===== config.mk =====
export PLATFORM = sky130hd
export DESIGN_NAME = mc_bus_responder_flat
export DESIGN_NICKNAME = d
export VERILOG_FILES = /design/src/rtl/bp_bus_pkg.sv /design/src/rtl/mc_bus_responder_if.sv /design/src/rtl/bp_sync.sv /design/src/rtl/mc_bus_responder.sv /design/src/flat_wrapper.sv
export SDC_FILE = /design/constraint.sdc
export NUM_CORES = 1
export LEC_CHECK = 0
export ABC_CLOCK_PERIOD_IN_PS = 4300
export CORE_MARGIN = 3
export CORE_UTILIZATION = 46
export CTS_BUF_LIST = sky130_fd_sc_hd__clkbuf_4 sky130_fd_sc_hd__clkbuf_8
export DETAILED_ROUTE_END_ITERATION = 12
export PLACE_DENSITY_LB_ADDON = 0.1
export REMOVE_ABC_BUFFERS = 1
export SYNTH_ARGS = -nofsm -noshare
export SYNTH_HDL_FRONTEND = slang
export SYNTH_SLANG_ARGS = --single-unit
export TNS_END_PERCENT = 5

===== constraint.sdc =====
create_clock -name clk -period 4.3 [get_ports clk]
set_input_delay 0.645 -clock clk [delete_from_list [all_inputs] [get_ports clk]]
set_output_delay 0.645 -clock clk [all_outputs]
set_load 0.01 [all_outputs]

===== src/rtl/bp_bus_pkg.sv =====
// bp_bus_pkg: shared widths, decode addresses and state types for the MCU bus responder
package bp_bus_pkg;
    localparam int MC_DATA_WIDTH = 16;
    localparam int MC_ADD_WIDTH = 6;
    localparam int SYNC_STAGES_DEF = 2;
    localparam logic [MC_ADD_WIDTH-1:0] FIFO_IN_ADDR = 6'h07;
    localparam logic [MC_ADD_WIDTH-1:0] FIFO_OUT_ADDR = 6'h08;
    typedef enum logic [1:0] {IDLE, WR_HOLD, RD_FETCH, RD_DRIVE} bus_state_t;
    typedef enum logic [1:0] {SRC_REG, SRC_FIFO, SRC_NONE} rd_src_t;
endpackage


===== src/rtl/mc_bus_responder_if.sv =====
// mc_bus_responder_if: MCU-side asynchronous parallel bus, pad side of the responder
interface mc_bus_responder_if;
    import bp_bus_pkg::*;
    logic mc_ce;
    logic mc_oe;
    logic mc_we;
    logic [MC_ADD_WIDTH-1:0] mc_add;
    logic [MC_DATA_WIDTH-1:0] mc_data_in;
    logic [MC_DATA_WIDTH-1:0] mc_data_out;
    logic mc_data_oe;
    modport master (
        output mc_ce, mc_oe, mc_we, mc_add, mc_data_in,
        input  mc_data_out, mc_data_oe
    );
    modport slave (
        input  mc_ce, mc_oe, mc_we, mc_add, mc_data_in,
        output mc_data_out, mc_data_oe
    );
endinterface


===== src/rtl/bp_sync.sv =====
// bp_sync: flop-chain synchroniser, resets to 1 so an unreset bus reads as idle
module bp_sync #(
    parameter int STAGES = 2
) (
    input  logic clk,
    input  logic rst_n,
    input  logic d,
    output logic q
);
    logic [STAGES-1:0] r;
    always_ff @(posedge clk or negedge rst_n)
        if (!rst_n) r <= '1;
        else r <= {r[STAGES-2:0], d};
    assign q = r[STAGES-1];
endmodule


===== src/rtl/mc_bus_responder.sv =====
// mc_bus_responder: decodes MCU bus accesses into register strobes and FIFO push/pop,
// and drives read data back to the pads
module mc_bus_responder
    import bp_bus_pkg::*;
#(
    parameter int SYNC_STAGES = SYNC_STAGES_DEF
) (
    input  logic clk,
    input  logic rst_n,
    mc_bus_responder_if.slave bus,
    output logic reg_wr,
    output logic reg_rd,
    output logic [MC_ADD_WIDTH-1:0] reg_addr,
    output logic [MC_DATA_WIDTH-1:0] reg_wdata,
    input  logic [MC_DATA_WIDTH-1:0] reg_rdata,
    output logic fifo_in_push,
    output logic [MC_DATA_WIDTH-1:0] fifo_in_data,
    input  logic fifo_in_full,
    output logic fifo_out_pop,
    input  logic [MC_DATA_WIDTH-1:0] fifo_out_data,
    input  logic fifo_out_nempty,
    output logic err_overflow,
    output logic err_underflow,
    output logic err_collision
);
    localparam logic [3:0] FLUSH = 4'(SYNC_STAGES);
    logic ce_s, oe_s, we_s;
    bp_sync #(.STAGES(SYNC_STAGES)) u_ce (.clk(clk), .rst_n(rst_n), .d(bus.mc_ce), .q(ce_s));
    bp_sync #(.STAGES(SYNC_STAGES)) u_oe (.clk(clk), .rst_n(rst_n), .d(bus.mc_oe), .q(oe_s));
    bp_sync #(.STAGES(SYNC_STAGES)) u_we (.clk(clk), .rst_n(rst_n), .d(bus.mc_we), .q(we_s));
    logic wr_act, rd_act;
    assign wr_act = !ce_s && !we_s;
    assign rd_act = !ce_s && !oe_s;
    bus_state_t state;
    rd_src_t rd_src;
    logic wr_first, armed;
    logic [3:0] flush_cnt;
    logic [MC_DATA_WIDTH-1:0] data_out;
    logic data_oe;
    assign bus.mc_data_out = data_out;
    assign bus.mc_data_oe = data_oe;
    assign fifo_in_data = reg_wdata;
    // Accesses are accepted only once the flushed synchronisers have shown an idle bus,
    // so a strobe still held low across reset is not mistaken for a new access.
    always_ff @(posedge clk or negedge rst_n) begin
        if (!rst_n) begin
            state <= IDLE;
            rd_src <= SRC_REG;
            wr_first <= 1'b0;
            armed <= 1'b0;
            flush_cnt <= '0;
            data_out <= '0;
            data_oe <= 1'b0;
            reg_wr <= 1'b0;
            reg_rd <= 1'b0;
            reg_addr <= '0;
            reg_wdata <= '0;
            fifo_in_push <= 1'b0;
            fifo_out_pop <= 1'b0;
            err_overflow <= 1'b0;
            err_underflow <= 1'b0;
            err_collision <= 1'b0;
        end else begin
            reg_wr <= 1'b0;
            reg_rd <= 1'b0;
            fifo_in_push <= 1'b0;
            fifo_out_pop <= 1'b0;
            wr_first <= 1'b0;
            if (flush_cnt != FLUSH) flush_cnt <= flush_cnt + 4'd1;
            if (flush_cnt == FLUSH && !wr_act && !rd_act) armed <= 1'b1;
            case (state)
                IDLE: begin
                    if (armed && wr_act && rd_act) err_collision <= 1'b1;
                    else if (armed && wr_act) begin
                        reg_addr <= bus.mc_add;
                        reg_wdata <= bus.mc_data_in;
                        wr_first <= 1'b1;
                        state <= WR_HOLD;
                    end else if (armed && rd_act) begin
                        reg_addr <= bus.mc_add;
                        state <= RD_FETCH;
                        if (bus.mc_add != FIFO_OUT_ADDR) begin
                            reg_rd <= 1'b1;
                            rd_src <= SRC_REG;
                        end else if (fifo_out_nempty) begin
                            fifo_out_pop <= 1'b1;
                            rd_src <= SRC_FIFO;
                        end else begin
                            err_underflow <= 1'b1;
                            rd_src <= SRC_NONE;
                        end
                    end
                end
                WR_HOLD: begin
                    if (wr_first && reg_addr == FIFO_IN_ADDR) begin
                        fifo_in_push <= !fifo_in_full;
                        if (fifo_in_full) err_overflow <= 1'b1;
                    end else if (wr_first) reg_wr <= 1'b1;
                    if (!wr_act) state <= IDLE;
                end
                RD_FETCH: begin
                    if (!rd_act) state <= IDLE;
                    else begin
                        data_out <= rd_src == SRC_FIFO ? fifo_out_data :
                                    rd_src == SRC_REG  ? reg_rdata : '0;
                        data_oe <= 1'b1;
                        state <= RD_DRIVE;
                    end
                end
                RD_DRIVE: begin
                    if (!rd_act) begin
                        data_oe <= 1'b0;
                        state <= IDLE;
                    end
                end
                default: state <= IDLE;
            endcase
        end
    end
endmodule

===== src/flat_wrapper.sv =====
// flat-port wrapper written by rule: the top's interface ports become plain ports
module mc_bus_responder_flat import bp_bus_pkg::*;
#(
    parameter int SYNC_STAGES = SYNC_STAGES_DEF
)
  (clk, rst_n, reg_wr, reg_rd, reg_addr, reg_wdata, reg_rdata, fifo_in_push, fifo_in_data, fifo_in_full, fifo_out_pop, fifo_out_data, fifo_out_nempty, err_overflow, err_underflow, err_collision, bus_mc_ce, bus_mc_oe, bus_mc_we, bus_mc_add, bus_mc_data_in, bus_mc_data_out, bus_mc_data_oe);
  mc_bus_responder_if bus_i ();
  input  logic clk;
  input  logic rst_n;
  output logic reg_wr;
  output logic reg_rd;
  output logic [MC_ADD_WIDTH-1:0] reg_addr;
  output logic [MC_DATA_WIDTH-1:0] reg_wdata;
  input  logic [MC_DATA_WIDTH-1:0] reg_rdata;
  output logic fifo_in_push;
  output logic [MC_DATA_WIDTH-1:0] fifo_in_data;
  input  logic fifo_in_full;
  output logic fifo_out_pop;
  input  logic [MC_DATA_WIDTH-1:0] fifo_out_data;
  input  logic fifo_out_nempty;
  output logic err_overflow;
  output logic err_underflow;
  output logic err_collision;
  input wire logic [$bits(bus_i.mc_ce)-1:0] bus_mc_ce;
  input wire logic [$bits(bus_i.mc_oe)-1:0] bus_mc_oe;
  input wire logic [$bits(bus_i.mc_we)-1:0] bus_mc_we;
  input wire logic [$bits(bus_i.mc_add)-1:0] bus_mc_add;
  input wire logic [$bits(bus_i.mc_data_in)-1:0] bus_mc_data_in;
  output wire logic [$bits(bus_i.mc_data_out)-1:0] bus_mc_data_out;
  output wire logic [$bits(bus_i.mc_data_oe)-1:0] bus_mc_data_oe;
  assign bus_i.mc_ce = bus_mc_ce;
  assign bus_i.mc_oe = bus_mc_oe;
  assign bus_i.mc_we = bus_mc_we;
  assign bus_i.mc_add = bus_mc_add;
  assign bus_i.mc_data_in = bus_mc_data_in;
  assign bus_mc_data_out = bus_i.mc_data_out;
  assign bus_mc_data_oe = bus_i.mc_data_oe;
  mc_bus_responder #(.SYNC_STAGES(SYNC_STAGES)) u_core (.clk(clk), .rst_n(rst_n), .bus(bus_i), .reg_wr(reg_wr), .reg_rd(reg_rd), .reg_addr(reg_addr), .reg_wdata(reg_wdata), .reg_rdata(reg_rdata), .fifo_in_push(fifo_in_push), .fifo_in_data(fifo_in_data), .fifo_in_full(fifo_in_full), .fifo_out_pop(fifo_out_pop), .fifo_out_data(fifo_out_data), .fifo_out_nempty(fifo_out_nempty), .err_overflow(err_overflow), .err_underflow(err_underflow), .err_collision(err_collision));
endmodule

### Yosys cells after proc, flatten, opt, wreduce, memory -nomap -nowiden

Index checks and enable logic that the tools add are counted.

* flip-flop bits (word level): 62
* bits in latches: 0
* bits in writable memories: 0
* ROM bits: 0
* input bits: 61
* word-level logic and storage cells: 99
* memories kept: 0

* add/subtract/negate cells: 1
* $mul: 0
* div/mod/pow operators: 0
* $lt $le $gt $ge: 0
* equal/unequal tests: 13
* shifts and indexed selects: 0
* mux-type cells: 35
* bitwise logic cells: 4
* reductions and logical operators: 27

Operator list (number)
* 16-bit two-way mux: 2
* 1-bit two-way mux: 21
* 2-bit two-way mux: 8
* 6-bit two-way mux: 2
* 3-bit AND reduction: 4
* 1-bit logical AND: 8
* 2-bit case mux with 4 select lines: 1
* 4-bit AND reduction: 2
* 6-bit by 3-bit == test with 1-bit output (second input constant): 1
* 1-bit zero test: 6
* 2-bit inequality test (second input constant): 3
* 6-bit by 4-bit inequality test with 1-bit output (second input constant): 1
* 6-bit AND reduction: 1
* 4-bit by 1-bit adder with 4-bit output (second input constant): 1
* 2-bit by 1-bit == test with 1-bit output (second input constant): 2
* 2-bit == test (second input constant): 2
* 4-bit by 2-bit == test with 1-bit output (second input constant): 1
* 2-bit zero test: 2
* 4-bit by 2-bit inequality test with 1-bit output (second input constant): 1
* 1-bit inverter: 4
* 2-bit AND reduction: 2
* 2-bit nonzero test: 2
* 3-bit by 1-bit inequality test with 1-bit output (second input constant): 1
* 2-bit by 1-bit inequality test with 1-bit output (second input constant): 1
* 1-bit case mux with 2 select lines: 1

### Depth between registers and ports, before layout

Gate-level depths: netlist of run 1.

* depth in word-level cells: 7
* depth in mapped cells: 6
* mapped depth without buffers: 5

### Modules after synthesis

Synthesis of run 1 repeated with hierarchy kept, for this count alone.

* cell total of the unflattened synthesis: 214
* area, all modules: 2740.1 um2

Modules (own cells, without submodules)
* mc_bus_responder: instances 1, cells each 208, area each 2582.5 um2, sequential area each 1401.3 um2
* bp_sync: instances 3, cells each 2, area each 52.6 um2, sequential area each 52.6 um2

### Worst setup path before layout of run 1

OpenSTA, ideal clock, no wires.

* kind: flip-flop to flip-flop
* from: register u_core.state[0]
* to: register u_core.reg_wdata[0], in the netlist u_core.fifo_in_data[0]
* library setup time: 125 ps
* data arrival time: 1846 ps
* slack: 2329 ps
* stages on the path, launching flop included: 6
* path buffers: 2
* cell sequence: dfrtp_1 > or3b_1 > or4b_1 > buf_6 > buf_12 > mux2_4

* word-level cells in the longest chain between the ends: 2

Ends and longest elaborated chain
* from (decl): line mc_bus_responder.sv:34 `bus_state_t state;`
* from (signal assigned): line mc_bus_responder.sv:47 `state <= IDLE;`
* from (signal assigned): line mc_bus_responder.sv:78 `state <= WR_HOLD;`
* from (signal assigned): line mc_bus_responder.sv:81 `state <= RD_FETCH;`
* 2-bit zero test: line mc_bus_responder.sv:71 `case (state)`
* 3-bit AND reduction (no source line)
* to (signal assigned): line mc_bus_responder.sv:76 `reg_wdata <= bus.mc_data_in;`
* to (decl): line mc_bus_responder.sv:14 `output logic [MC_DATA_WIDTH-1:0] reg_wdata,`

Every way passes these cells.
A chain may end at the register's enable or synchronous reset.

### Worst setup path in the final report of run 1

* from: register u_core.state[1]
* to: register u_core.reg_wdata[15], in the netlist u_core.fifo_in_data[15]

The elaborated chain is that of the path after synthesis.

==> results of run 1 <==
==> layer usage <==
metal / global-route usage [%] / routed length, um / vias to the layer above
met4: 5.349 / 59 / 0
met3: 6.845 / 437 / 9
met5: 0 / 0 / -
met1: 23.94 / 2595 / 925
li1: - / - / 939
met2: 28.43 / 2761 / 87
==> power groups by stage <==
stage               clock network [mW]  registers (mW)  logic [mW]
floorplan                            0           0.836       0.121
global placement                     0           0.771       0.554
detailed placement                   0           0.772       0.562
CTS                              0.554           0.764       0.564
global route                     0.590           0.779       0.597
finish                           0.545           0.764       0.556
==> cell usage after synthesis <==
library cell  count
or4b_2            1
nand3_1           2
mux2i_1          16
a31o_2            1
nand4_1           1
buf_4            16
inv_1             4
or2b_1            1
a21oi_1           7
and2_1            1
nand2_1          17
mux2_4            9
buf_6             1
ha_1              2
o31ai_1          16
dfstp_2           6
nor3b_1           2
or4b_1            1
clkbuf_1         10
or3b_2            1
nand4b_1          2
xor2_1            1
a31oi_1           1
xnor2_1           3
mux2_2           13
buf_1             2
nor3_1            2
o2bb2ai_1         2
nand3b_1          1
nor4b_1           1
nor2_1            7
buf_12            1
a21o_1            1
o21ai_0           1
o21bai_1          2
or3_1             2
dfrtp_1          56
or3b_1            1
==> layout make-up <==
class / count / area (um^2)
flip-flops and latches: 62 / 1559
fillers: 438 / 1555
repair buffers: 123 / 1224
multi-input cells: 118 / 945.9
clock buffers: 13 / 178.9
well taps: 72 / 90.09
clock inverters: 3 / 40.04
inverters: 4 / 15.01
==> kinds of logic (layout without fill, tap and decap cells) <==
group / after synthesis / after routing
adders and majority gates: 2 / 2
xor gates and xnor gates: 4 / 4
and+or+nand+nor: 43 / 43
buffers and inverters: 34 / 143
DFF: 62 / 62
AOI/OAI and AO/OA: 31 / 31
muxes: 38 / 38
==> cells in the final DEF, fill, tap and decap left out, types with 4 or more instances in the layout <==
| cell type | n |
|---|---|
| a21oi_1 | 7 |
| clkbuf_8 | 13 |
| clkdlybuf4s50_1 | 121 |
| dfrtp_1 | 56 |
| dfstp_2 | 6 |
| inv_1 | 4 |
| mux2_2 | 13 |
| mux2_4 | 9 |
| mux2i_1 | 16 |
| nand2_1 | 17 |
| nor2_1 | 7 |
| o31ai_1 | 16 |
==> worst max path at each step <==
| stage | start | end | slack, ps | cells past startpoint |
|---|---|---|---|---|
| 6_report | u_core.state[1] | u_core.fifo_in_data[15] | 1990 | 3 |
| 3_3_place_gp | u_core.state[1] | u_core.fifo_in_data[0] | 2050 | 3 |
| 5_1_grt | u_core.state[1] | u_core.fifo_in_data[13] | 1880 | 3 |
| 4_1_cts | u_core.state[1] | u_core.fifo_in_data[15] | 1990 | 3 |
| 3_5_place_dp | u_core.state[1] | u_core.fifo_in_data[2] | 2000 | 3 |
| 2_1_floorplan | u_core.state[0] | u_core.fifo_in_data[0] | 2180 | 3 |
==> critical path: stages (launching register included) <==
cell and delay [ps]:
dfrtp_1 450, or3b_1 410, or4b_1 890, mux2_4 440
==> state kept, by name (all words and copies together), names as in the netlist, 2 cells and up <==
register                count
u_core.fifo_in_data        16
u_core.u_ce.r               2
u_core.u_oe.r               2
u_core.bus.mc_data_out     16
u_core.rd_src               2
u_core.flush_cnt            4
u_core.reg_addr             6
u_core.u_we.r               2
u_core.state                2
==> impl_metrics.toml, run 1 <==
[setup_path]
critPathMaxFanout = 17
reg2reg_from = "u_core.state[1]"
arrival_ps = 2530
worstSetupPathType = "flop to flop"
cp-end-kind = "flop"
reg2reg_slack_ps = 1990
cp-start-kind = "flop"
r2r-end = "u_core.fifo_in_data[15]"
crit_required_ps = 4520
r2r_cells = 3

[yosys]
synth.area.mux_share_pct = 16.26
ys_warn_count = 0
synthXorXnorAreaFrac_pct = 1.290
synth.top_cell.area_share_pct = 51.59
yosysSeqAreaShare_pct = 57.39
synth.cell_area_mm2 = 0.002716
yosys.area_share.adder_pct = 0.9212
syn_inst = 214
yosys-top-cells-area = "dfrtp_1 (52%), mux2i_1 (5.9%), dfstp_2 (5.8%)"
synth_compound_area_share_pct = 7.923
yosys.cell_types.count = 38
synth-seq-cells = 62
synth_simple_gate_area_share_pct = 8.429
synth_area_per_cell_um2 = 12.69
synth_top_area_cell = "dfrtp_1"
synth_top_family_by_area = "multiplexers"

[cts]
cts_root_buf = "clkbuf_8"
cts_setup_buffers = 0
clk_path_buf_depth = 2
cts_tree = "built"
h-tree-depth = 3
cts.sinks = 62
ctsHoldBuffers = 0
cts_resized = 0
path_clk_slew_ps = 70
worst_skew_pair.late_latency_ps = 330
cts_made_buffers = 9

[min_path]
hold_path_class = "flop to flop"
hold_start = "u_core.u_ce.r[0]"
hold_end = "u_core.u_ce.r[1]"
hold_depth = 0

[timing]
post-route-period-util_pct = 53.73
worst_slew_pin_slew_ps = 908.0
timing.slew.headroom_pct = 39.46
hold_viol = 0
holdWs_ps = 355.5
skew_ps = 3.650
fin_crit_ps = 2310
setup_slack_ps = 1990
rsz0062_at_grt = "false"
drv_slew = 0
finalSetupViolCount = 0
tns_ps = 0
fmax_mhz = 432.8

[grt]
grt_max_degree = 63
overflow = 0
grt_pass1_vias = 2050
grt_pass1_wl_um = 10210
antenna_found_initial = 0
globalRouteTotalUtil_pct = 18.27

[pwr]
pwr-share-seq_pct = 40.9
p_leak_nw = 1.718
pwr_density_cell_mw_per_mm2 = 460.1
clkPwrFrac_pct = 29.2
switching_share_pct = 25.91
switchingPower_mw = 0.4832
internal_power_mw = 1.381
p_total_mw = 1.865
combPwrFrac_pct = 29.8
peakVddDrop_uv = 264.0

[placed_design]
dp_slack_ps = 1995
post_dp_cell_area_mm2 = 0.003834
dp_cells = 379
gp_congestion = 0.8505
dp_hpwl_um = 4191
portBuffers = 122

[drt]
wl_per_cell_um = 14.82
totalWireLength_um = 5853
dr.pass1.iters = 4
ant_nets = 0
drc = 0
drt_iter0_markers = 77
vias = 1960
viasPerCell = 4.962

[job]
drv_cap = 0

[floorplan]
die_h_um = 82.85
die_w_um = 82.85
ios = 123
core_mm2 = 0.005608
start_util_pct = 48.44
die_area_mm2 = 0.006863
rows = 27

[layout]
n_antenna_cell = 0
final_nets = 381
area_growth_pct = 49.19
final_cell_area_mm2 = 0.004053
stdcell_count = 395
post-route-util_pct = 72.27
layout-drive-gt1-share_pct = 15.17

[run_status]
status = "complete, no violations"
(Power assumes the default switching activity.)
==> run 2: changes to the inputs <==
Settings changed: ABC_CLOCK_PERIOD_IN_PS 4300 to 2100, CORE_UTILIZATION 46 to 39.
Clock period 4.3 ns to 2.1 ns, I/O delays scaled along.
==> run 2 against run 1 <==
Highest routed layer unchanged; global-route usage shrank 2.5 points; via count grew 0.56%; critical endpoint is now u_core.fifo_in_data[12]; design area grew 1.5%; combinational power grew 110%; critical path depth grew 1; sequential power grew 100%; clock power grew 110%; sequential share of layout area shrank 0.56 points; power grew 110%; non-clock buffer count grew 5; setup slack lost 1800 ps; wire length grew 3.0%.
==> impl_metrics.toml, run 2 (synthesis gave the netlist of run 1 again) <==
[cts]
worst_skew_pair.late_latency_ps = 330
cts.sinks = 62
cts_root_buf = "clkbuf_8"
cts_made_buffers = 9
cts_resized = 0
cts_tree = "built"
path_clk_slew_ps = 60
h-tree-depth = 3
ctsHoldBuffers = 0
clk_path_buf_depth = 2
cts_setup_buffers = 0

[setup_path]
crit_required_ps = 2320
worstSetupPathType = "flop to flop"
cp-start-kind = "flop"
critPathMaxFanout = 17
cp-end-kind = "flop"
arrival_ps = 2150

[timing]
hold_viol = 0
post-route-period-util_pct = 92.21
fmax_mhz = 516.4
fin_crit_ps = 1936
setup_slack_ps = 163.6
drv_slew = 0
tns_ps = 0
rsz0062_at_grt = "false"
worst_slew_pin_slew_ps = 638.9
skew_ps = 5.501
holdWs_ps = 3.960
timing.slew.headroom_pct = 57.41
finalSetupViolCount = 0

[grt]
grt_pass1_wl_um = 9411
overflow = 0
grt_pass1_vias = 1953
globalRouteTotalUtil_pct = 15.75
antenna_found_initial = 0
grt_max_degree = 36

[pwr]
peakVddDrop_uv = 545.6
p_leak_nw = 1.749
p_total_mw = 3.871
pwr_density_cell_mw_per_mm2 = 941.3

[floorplan]
die_h_um = 89.46
core_mm2 = 0.006531
die_area_mm2 = 0.008002
ios = 123
die_w_um = 89.46
rows = 29
start_util_pct = 41.59

[layout]
n_antenna_cell = 0
multi_input_area_um2 = 945.9
layout-drive-gt1-share_pct = 16.46
layout_commonest_cell = "clkdlybuf4s50_1"
layout_common_cells = "clkdlybuf4s50_1 (121), dfrtp_1 (56), nand2_1 (17), mux2i_1 (16), o31ai_1 (16)"
seqCellArea_mm2 = 0.001559
final_cell_area_mm2 = 0.004113
nFillCells = 549
area_growth_pct = 51.40
final_nets = 386

[drt]
wl_per_cell_um = 14.89
drc = 0
vias = 1971
viasPerCell = 4.867
totalWireLength_um = 6030
dr.pass1.iters = 3
drt_iter0_markers = 29
ant_nets = 0

[run_status]
status = "complete, no violations"

[placed_design]
dp_slack_ps = 158.4
post_dp_cell_area_mm2 = 0.003890
dp_hpwl_um = 4422
portBuffers = 122
gp_congestion = 0.8338

[job]
drv_cap = 0

[min_path]
hold_path_class = "primary input to asynchronous set/reset pin"
run 2: cell types whose count changed in the layout (fill, tap and decap cells not counted):
| cell | delta |
|---|---|
| buf_12 | +1 |
| buf_4 | +4 |
| bufinv_16 | +1 |
| clkbuf_4 | +2 |
| clkbuf_8 | -3 |
run 2: final timing paths:
kind	cells past startpoint	end	startpoint	slack, ps
max in group asynchronous	2	u_core.fifo_in_data[3]	rst_n	1490
min in group clk	0	u_core.u_oe.r[1]	u_core.u_oe.r[0]	360
min reg2reg	0	u_core.u_oe.r[1]	u_core.u_oe.r[0]	360
max	4	u_core.fifo_in_data[12]	u_core.armed	160
max reg2reg	4	u_core.fifo_in_data[12]	u_core.armed	160
min	1	u_core.reg_addr[0]	rst_n	4
run 2: area by class of cell:
class | instances | area share [%]
Clock buffer | 12 | 3.712
Multi-Input combinational cell | 118 | 23.00
Sequential cell | 62 | 37.91
Clock inverter | 4 | 1.704
Tap cell | 77 | 2.343
Inverter | 4 | 0.3651
Timing Repair Buffer | 128 | 30.97
run 2: critical path: stages, from the launching register on:
cell	delay, ps
dfrtp_1	390
or3b_1	400
or4b_1	470
buf_4	240
mux2_4	320
run 2: routing by layer:
| metal | vias to the layer above | track usage [%] | share of wire (%) |
|---|---|---|---|
| met3 | 6 | 6.267 | 7.8 |
| met1 | 942 | 20.09 | 42 |
| met4 | 0 | 5.277 | 1.0 |
| met5 | - | 0 | 0 |
| li1 | 950 | - | - |
| met2 | 73 | 24.51 | 49 |
run 2: per-stage QoR:
step	instances	util, %
after detailed placement	389	59.56
final	405	62.97
after CTS	405	62.97
after global placement	389	59.56
after global routing	405	62.97
after floorplan	184	-
run 2: power by group:
part           total, mW  internal [mW]  switching [mW]
Combinational       1.15          0.745           0.401
Clock               1.16          0.723           0.439
Sequential          1.56           1.42           0.146
Total               3.87           2.89           0.986
==> run 3: changes to the inputs <==
Settings changed: SETUP_SLACK_MARGIN set to 0.4.
==> run 3 against run 2 <==
The flow now finishes with violations (hold timing); largest power group unchanged; via count increased by 0.41%; wire length increased by 1.4%; maximum frequency increased by 2.2%.
==> impl_metrics.toml, run 3 (synthesis gave the netlist of run 1 again) <==
[grt]
antenna_found_initial = 0
grt_pass1_vias = 1973
grt_pass1_wl_um = 9542
overflow = 0
globalRouteTotalUtil_pct = 15.96
grt_max_degree = 36

[drt]
viasPerCell = 4.874
wl_per_cell_um = 15.07
totalWireLength_um = 6117
ant_nets = 0
drc = 0
vias = 1979
dr.pass1.iters = 4
drt_iter0_markers = 27

[pwr]
peakVddDrop_uv = 546.7
p_leak_nw = 1.758
p_total_mw = 3.880
pwr_density_cell_mw_per_mm2 = 937.4

[layout]
final_cell_area_mm2 = 0.004139
layout_common_cells = "clkdlybuf4s50_1 (121), dfrtp_1 (56), nand2_1 (17), mux2i_1 (16), o31ai_1 (16)"
n_antenna_cell = 0
area_growth_pct = 52.37
final_nets = 387
layout_commonest_cell = "clkdlybuf4s50_1"
post-route-util_pct = 63.37
layout-drive-gt1-share_pct = 17.33
stdcell_count = 406
nFillCells = 547

[timing]
skew_ps = 6.293
finalSetupViolCount = 0
holdWs_ps = -2.212
post-route-period-util_pct = 90.25
worst_slew_pin_slew_ps = 625.9
timing.slew.headroom_pct = 58.28
fin_crit_ps = 1895
fmax_mhz = 527.6
rsz0062_at_grt = "true"
hold_viol = 6
drv_slew = 0

[run_status]
status = "complete, but fails checks"
violations = "hold timing"

[floorplan]
start_util_pct = 41.59
core_mm2 = 0.006531
rows = 29
ios = 123
die_w_um = 89.46
die_area_mm2 = 0.008002
die_h_um = 89.46

[setup_path]
worstSetupPathType = "flop to flop"
worst_path_max_delay_cell = "or4b_4"
cp-end-kind = "flop"
path_buf_inv = 1
critPathMaxFanout = 17
path_cells = "or3b_4 > or4b_4 > buf_12 > mux2_4"
cp-start-kind = "flop"
crit_path_max_incr_delay_ps = 510
cp_top_family = "simple AND/OR/NAND/NOR gates"
crit_required_ps = 2320
arrival_ps = 2110

[placed_design]
dp_hpwl_um = 4422
dp_cells = 389
gp_congestion = 0.8338
post_dp_cell_area_mm2 = 0.003890
portBuffers = 122

[cts]
worst_skew_pair.late_latency_ps = 330
path_clk_slew_ps = 70
cts_root_buf = "clkbuf_8"
cts_tree = "built"
h-tree-depth = 3
cts_made_buffers = 9
cts.sinks = 62
clk_path_buf_depth = 2

[min_path]
hold_path_class = "primary input to asynchronous set/reset pin"

[job]
drv_cap = 0
run 3: changes by cell type in the layout (fill, tap and decap cells not counted):
cell and change:
buf_12 +1, or3b_1 -1, or3b_4 +1, or4b_1 -1, or4b_4 +1
run 3: worst reg2reg max path, delay by kind of cell, from the launching register on:
kind / cells / cell delay (ps)
mux: 1 / 320
buf+inv: 1 / 180
simple gates: 2 / 910
flops: 1 / 370
run 3: area by class of cell:
| type | count | area, um^2 | share of cell area (%) |
|---|---|---|---|
| clock buffer | 12 | 152.6 | 3.688 |
| clock inverter | 4 | 70.07 | 1.693 |
| inverter | 4 | 15.01 | 0.3628 |
| multi-input combinational | 118 | 952.2 | 23.00 |
| sequential | 62 | 1559 | 37.67 |
| tap | 77 | 96.34 | 2.328 |
| timing repair buffer | 129 | 1294 | 31.26 |
run 3: path summary, 6_finish.rpt:
check                                 start                 endpoint  depth (start not counted)  slack [ps]
max                         u_core.state[0]  u_core.fifo_in_data[12]                          4         200
min reg2reg                u_core.u_oe.r[0]         u_core.u_oe.r[1]                          0         360
max in group asynchronous             rst_n   u_core.fifo_in_data[3]                          2        1510
min                                   rst_n       u_core.reg_addr[0]                          1          -2
max reg2reg                 u_core.state[0]  u_core.fifo_in_data[12]                          4         200
min in group clk           u_core.u_oe.r[0]         u_core.u_oe.r[1]                          0         360
run 3: layer usage:
metal,global-route usage [%],routed length (um),vias to the layer above
met4,5.277,50,0
li1,-,-,951
met1,20.45,2562,942
met3,6.267,498,5
met5,0,0,-
met2,24.85,3006,81
run 3: where the power goes:
group,internal (mW),total (mW),switching [mW],leakage [nW]
registers,1.42,1.56,0.147,0.742
logic,0.750,1.15,0.403,0.899
clock network,0.723,1.16,0.441,0.117
run 3: what timing repair did:
action	in CTS	in global routing
hold buffers	0	0
setup endpoints to repair	38	38
buffers inserted	1	0
resized for setup	5	0
run 3: metrics by stage:
step	setup slack, ps	setup TNS [ps]	hold WS, ps
3_5_place_dp	158.4	0	347.5
5_1_grt	167.0	0	34.66
3_3_place_gp	204.9	0	345.9
6_report	204.7	0	-2.212
2_1_floorplan	-21.58	-211.3	19.41
4_1_cts	209.9	0	7.388
==> RTL change 1, RTL diff (config.mk and constraints of run 2) <==
Re-encode `bus_state_t` (4 states) as one-hot, 4 bits wide.
--- a/src/rtl/bp_bus_pkg.sv
+++ b/src/rtl/bp_bus_pkg.sv
@@ -7,3 +7,3 @@
     localparam logic [MC_ADD_WIDTH-1:0] FIFO_OUT_ADDR = 6'h08;
-    typedef enum logic [1:0] {IDLE, WR_HOLD, RD_FETCH, RD_DRIVE} bus_state_t;
+    typedef enum logic [3:0] {IDLE = 4'b0001, WR_HOLD = 4'b0010, RD_FETCH = 4'b0100, RD_DRIVE = 4'b1000} bus_state_t;
     typedef enum logic [1:0] {SRC_REG, SRC_FIFO, SRC_NONE} rd_src_t;
Check against the original RTL: no difference found for any inputs over 10 cycles, from zero or initial values and one cycle with rst_n low; not proved beyond that.
==> RTL change 1 against run 2 <==
- total power rose by 21%
- area after synthesis is 5.9% higher
- sequential cell count rose by 2
- cell count grew 8.1%
- routed wire length increased by 4.7%
- setup slack gained 0.19 ns
- design area up 5.4%
- synthesized cell count rose by 2.3%
- critical path type unchanged
==> RTL change 1: results (changes against run 2) <==
stage,metric,value,unit,change
status,status,finished clean,,unchanged
power_and_ir_drop,VDD IR-drop max,0.000692,V,was 0.000546 V
synth,XOR/XNOR Fraction of Synth Area,0.0122,,was 0.0129
synth,post-synthesis adder-cell area fraction,0.00870,,was 0.00921
synth,"Distinct cells, synth",39,,was 38
setup_path,Worst Path Arrival,1.96,ns,was 2.15 ns
sta,Slew headroom,0.465,,was 0.574
setup_path,R2R Path Start,u_core.state[0],,was u_core.armed
global_route,met2 Use GR,0.241,,was 0.245
layout,"non-filler cells, final",438,,was 405
sta,fmax,573,MHz,was 516 MHz
placement,Placed Area,0.00413,sq mm,was 0.00389 sq mm
layout,Nets,400,,was 386
layout,Filler Cells Inserted,577,,was 549
global_route,routing usage on met1,0.199,,was 0.201
sta,worst-case hold slack,0.0704,ns,was 0.00396 ns
power_and_ir_drop,P_seq,1800,uW,was 1560 uW
setup_path,worst reg2reg path endpoint,u_core.reg_addr[2],,was u_core.fifo_in_data[12]
synth,largest cells by area after synthesis,"dfrtp_1 50%, mux2_2 12%, dfstp_2 6.4%",,"was dfrtp_1 52%, mux2i_1 5.9%, dfstp_2 5.8%"
setup_path,Reg2Reg Setup Slack,0.35,ns,was 0.16 ns
drt,drt pass-1 iters,4,,was 3
power_and_ir_drop,P_leak,0.00185,uW,was 0.00175 uW
setup_path,Worst path slowest cell,dfstp_2,,was or4b_1
placement,pre-CTS setup slack,0.358,ns,was 0.158 ns
global_route,grt met3 use,0.0623,,was 0.0627
synth,Synth top cells by count,"57 x dfrtp_1, 30 x mux2_2, 25 x nor2_1",,"was 56 x dfrtp_1, 17 x nand2_1, 16 x buf_4, 16 x mux2i_1, 16 x o31ai_1"
global_route,first-pass GRT wire length,10400,microns,was 9410 microns
placement,dpl cells,422,,was 389
placement,HPWL after DPL,4700,microns,was 4420 microns
drt,drt total wl,6320,microns,was 6030 microns
setup_path,crit-path max FO,6,,was 17
setup_path,Worst path max stage delay,0.56,ns,was 0.47 ns
synth,Synth Area in Compound Gates,0.0361,,was 0.0792
global_route,number of global-route vias before repair,2119,,"was 1,953"
placement,gpl congestion,0.790,,was 0.834
RTL change 1: changes by cell type in the layout (fill, tap and decap cells not counted), moves of 2 or more:
cell             run 2  this run
a21oi_1              7         3
a41o_1               0         2
buf_4                5         7
inv_1                4         8
mux2_2              13        30
nand2_1             17         4
nand2b_1             0         2
nor2_1               7        25
o31ai_1             16         1
or3_1                2         0
RTL change 1: final cells by class:
| class | instances | area [sq um] | area share |
|---|---|---|---|
| inverter | 8 | 30.0 | 0.00693 |
| tap | 96 | 120 | 0.0277 |
| sequential | 64 | 1610 | 0.371 |
| multi-input combinational | 124 | 1080 | 0.249 |
| clock buffer | 13 | 166 | 0.0384 |
| clock inverter | 3 | 40.0 | 0.00924 |
| timing repair buffer | 130 | 1290 | 0.297 |
RTL change 1: per-layer routing:
layer | wire (microns) | up-vias | share of wire
li1 | - | 981 | -
met1 | 2780 | 957 | 0.44
met2 | 2930 | 78 | 0.46
met3 | 501 | 10 | 0.079
met4 | 98 | 0 | 0.016
met5 | 0 | - | 0
==> RTL change 2, RTL diff (flow settings as in run 2) <==
Without the edit above. The package constant `MC_DATA_WIDTH` goes from 16 to 20.
--- a/src/rtl/bp_bus_pkg.sv
+++ b/src/rtl/bp_bus_pkg.sv
@@ -2,3 +2,3 @@
 package bp_bus_pkg;
-    localparam int MC_DATA_WIDTH = 16;
+    localparam int MC_DATA_WIDTH = 20;
     localparam int MC_ADD_WIDTH = 6;
Ports: changed (6 resized); port bits go from 123 to 147. The function was not compared with the original's and may differ.
==> RTL change 2 against run 2 <==
- clock skew increased by 0.0054 ns
- largest power group unchanged
- total power is 13% higher
- design area rose by 15%
- routed wire length increased by 16%
- global-route usage fell by 0.40 points
- die area grew 14%
- setup slack worse by 0.064 ns
- area after synthesis is 15% higher
- via count grew 15%
- core utilization rose by 0.48 points
- critical endpoint is now u_core.fifo_in_data[11]
- cell count grew 17%
- sequential cell count rose by 8
==> RTL change 2: results (changes against run 2) <==
stage,metric,value,unit,change
cts,TritonCTS buffer count,9,,unchanged
layout,clk tree area frac,0.0466,,was 0.0542
drt,DR WL met3,631,microns,was 468 microns
placement,gpl congestion,0.770,,was 0.834
drt,drt via density,4.75,,was 4.87
min_path,Hold Crit Class,input port to asynchronous set/reset pin,,unchanged
global_route,number of global-route vias before repair,2276,,"was 1,953"
layout,bufs w/o clock,152,,was 128
status,status,finished clean,,unchanged
global_route,met2 Use GR,0.248,,was 0.245
layout,inverters,4,,unchanged
placement,HPWL after DPL,5280,microns,was 4420 microns
drt,wl on met1,2950,microns,was 2540 microns
global_route,first-pass GRT wire length,11000,microns,was 9410 microns
synth,largest cells by area after synthesis,"dfrtp_1 51%, mux2_4 9.2%, mux2i_1 6.4%",,"was dfrtp_1 52%, mux2i_1 5.9%, dfstp_2 5.8%"
layout,Filler Cells Inserted,584,,was 549
layout,multi-input gates,134,,was 118
setup_path,R2R Path Start,u_core.state[0],,was u_core.armed
cts,clock slew at reported path FFs,0.08,ns,was 0.06 ns
synth,Seq cells post-synth,70,,was 62
layout,Nets,446,,was 386
drt,Wirelength per Cell,14.7,microns,was 14.9 microns
global_route,initial antenna violation count,0,,unchanged
synth,Synth top cells by count,"64 x dfrtp_1, 21 x nand2_1, 20 x buf_4, 20 x mux2i_1, 20 x o31ai_1",,"was 56 x dfrtp_1, 17 x nand2_1, 16 x buf_4, 16 x mux2i_1, 16 x o31ai_1"
synth,Most used DFF post-synth,dfrtp_1,,unchanged
drt,violation count after the first detailed-route iteration,60,,was 29
placement,pre-CTS setup slack,0.116,ns,was 0.158 ns
synth,"Seq/Total Area, Yosys",0.564,,was 0.574
layout,fraction of area in multi-input gates,0.235,,was 0.230
global_route,routing usage on met1,0.205,,was 0.201
global_route,overall global routing resource usage,0.153,,was 0.158
layout,non-clk buf share,0.319,,was 0.310
drt,total length of routed met2 wires,3340,microns,was 2960 microns
placement,IO buf count,146,,was 122
layout,layout cells sized above 1,0.157,,was 0.165
layout,Antenna Cells,0,,unchanged
power_and_ir_drop,P_leak,0.00202,uW,was 0.00175 uW
sta,Tightest Pin Transition,0.673,ns,was 0.639 ns
setup_path,crit-path max FO,21,,was 17
synth,asr flop ratio synth,1.00,,unchanged
setup_path,Worst setup SP type,flip-flop,,unchanged
power_and_ir_drop,VDD IR-drop max,0.000530,V,was 0.000546 V
setup_path,path depth of the worst reg2reg path,3,,was 4
global_route,grt met3 use,0.0395,,was 0.0627
global_route,largest net degree at the start of global routing,71,,was 36
setup_path,Worst Path Arrival,2.20,ns,was 2.15 ns
cts,cts repair resizes,0,,unchanged
drt,drt pass-1 iters,4,,was 3
sta,Setup Skew,0.0109,ns,was 0.00550 ns
layout,sequential cell area share,0.370,,was 0.379
RTL change 2: changes by cell type after synthesis, sizes merged:
cell	run 2	this run
nand2b	0	1
buf	20	24
clkbuf	10	12
nand2	17	21
or2b	1	0
dfrtp	56	64
mux2	22	26
mux2i	16	20
o31ai	16	20
RTL change 2: report_power, final:
| part | switching (uW) | internal [uW] | leakage [uW] |
|---|---|---|---|
| Sequential | 180 | 1610 | 0.000836 |
| Combinational | 488 | 922 | 0.00108 |
| Clock | 497 | 672 | 0.000106 |
RTL change 2: path summary, 6_finish.rpt:
path / to / slack (ns)
setup reg to reg: u_core.fifo_in_data[11] / 0.1
max in group asynchronous: u_core.u_we.r[1] / 1.78
hold / removal: u_core.bus.mc_data_out[12] / 0.002
setup / recovery: u_core.fifo_in_data[11] / 0.1
hold reg to reg: u_core.u_oe.r[1] / 0.36
min in group clk: u_core.u_oe.r[1] / 0.36
RTL change 2: cells by family (layout without fill, tap and decap cells):
family / after synthesis / after routing / share of synthesized area
AO/OA/AOI/OAI: 35 / 35 / 0.0787
multiplexers: 46 / 46 / 0.181
adder cells (fa/ha/maj): 2 / 2 / 0.00803
XOR/XNOR: 4 / 4 / 0.0112
buffers and inverters: 40 / 172 / 0.0775
AND/OR/NAND/NOR: 47 / 47 / 0.0791
flip-flops: 70 / 70 / 0.564
RTL change 2: worst max-delay path: stages, from the launching register on:
cell and delay (ns):
dfrtp_1 0.38, or3b_1 0.41, or4b_4 0.70, mux2_4 0.37
RTL change 2: through the flow:
step                hold slack [ns]  total power (uW)  instances  instance area [sq um]
global placement              0.346              3220        459                   4530
finish                      0.00168              4370        475                   4750
floorplan                    0.0194              2290        208                   2890
CTS                          0.0143              4430        475                   4750
global route                 0.0265              4620        475                   4750
detailed placement            0.349              3240        459                   4530
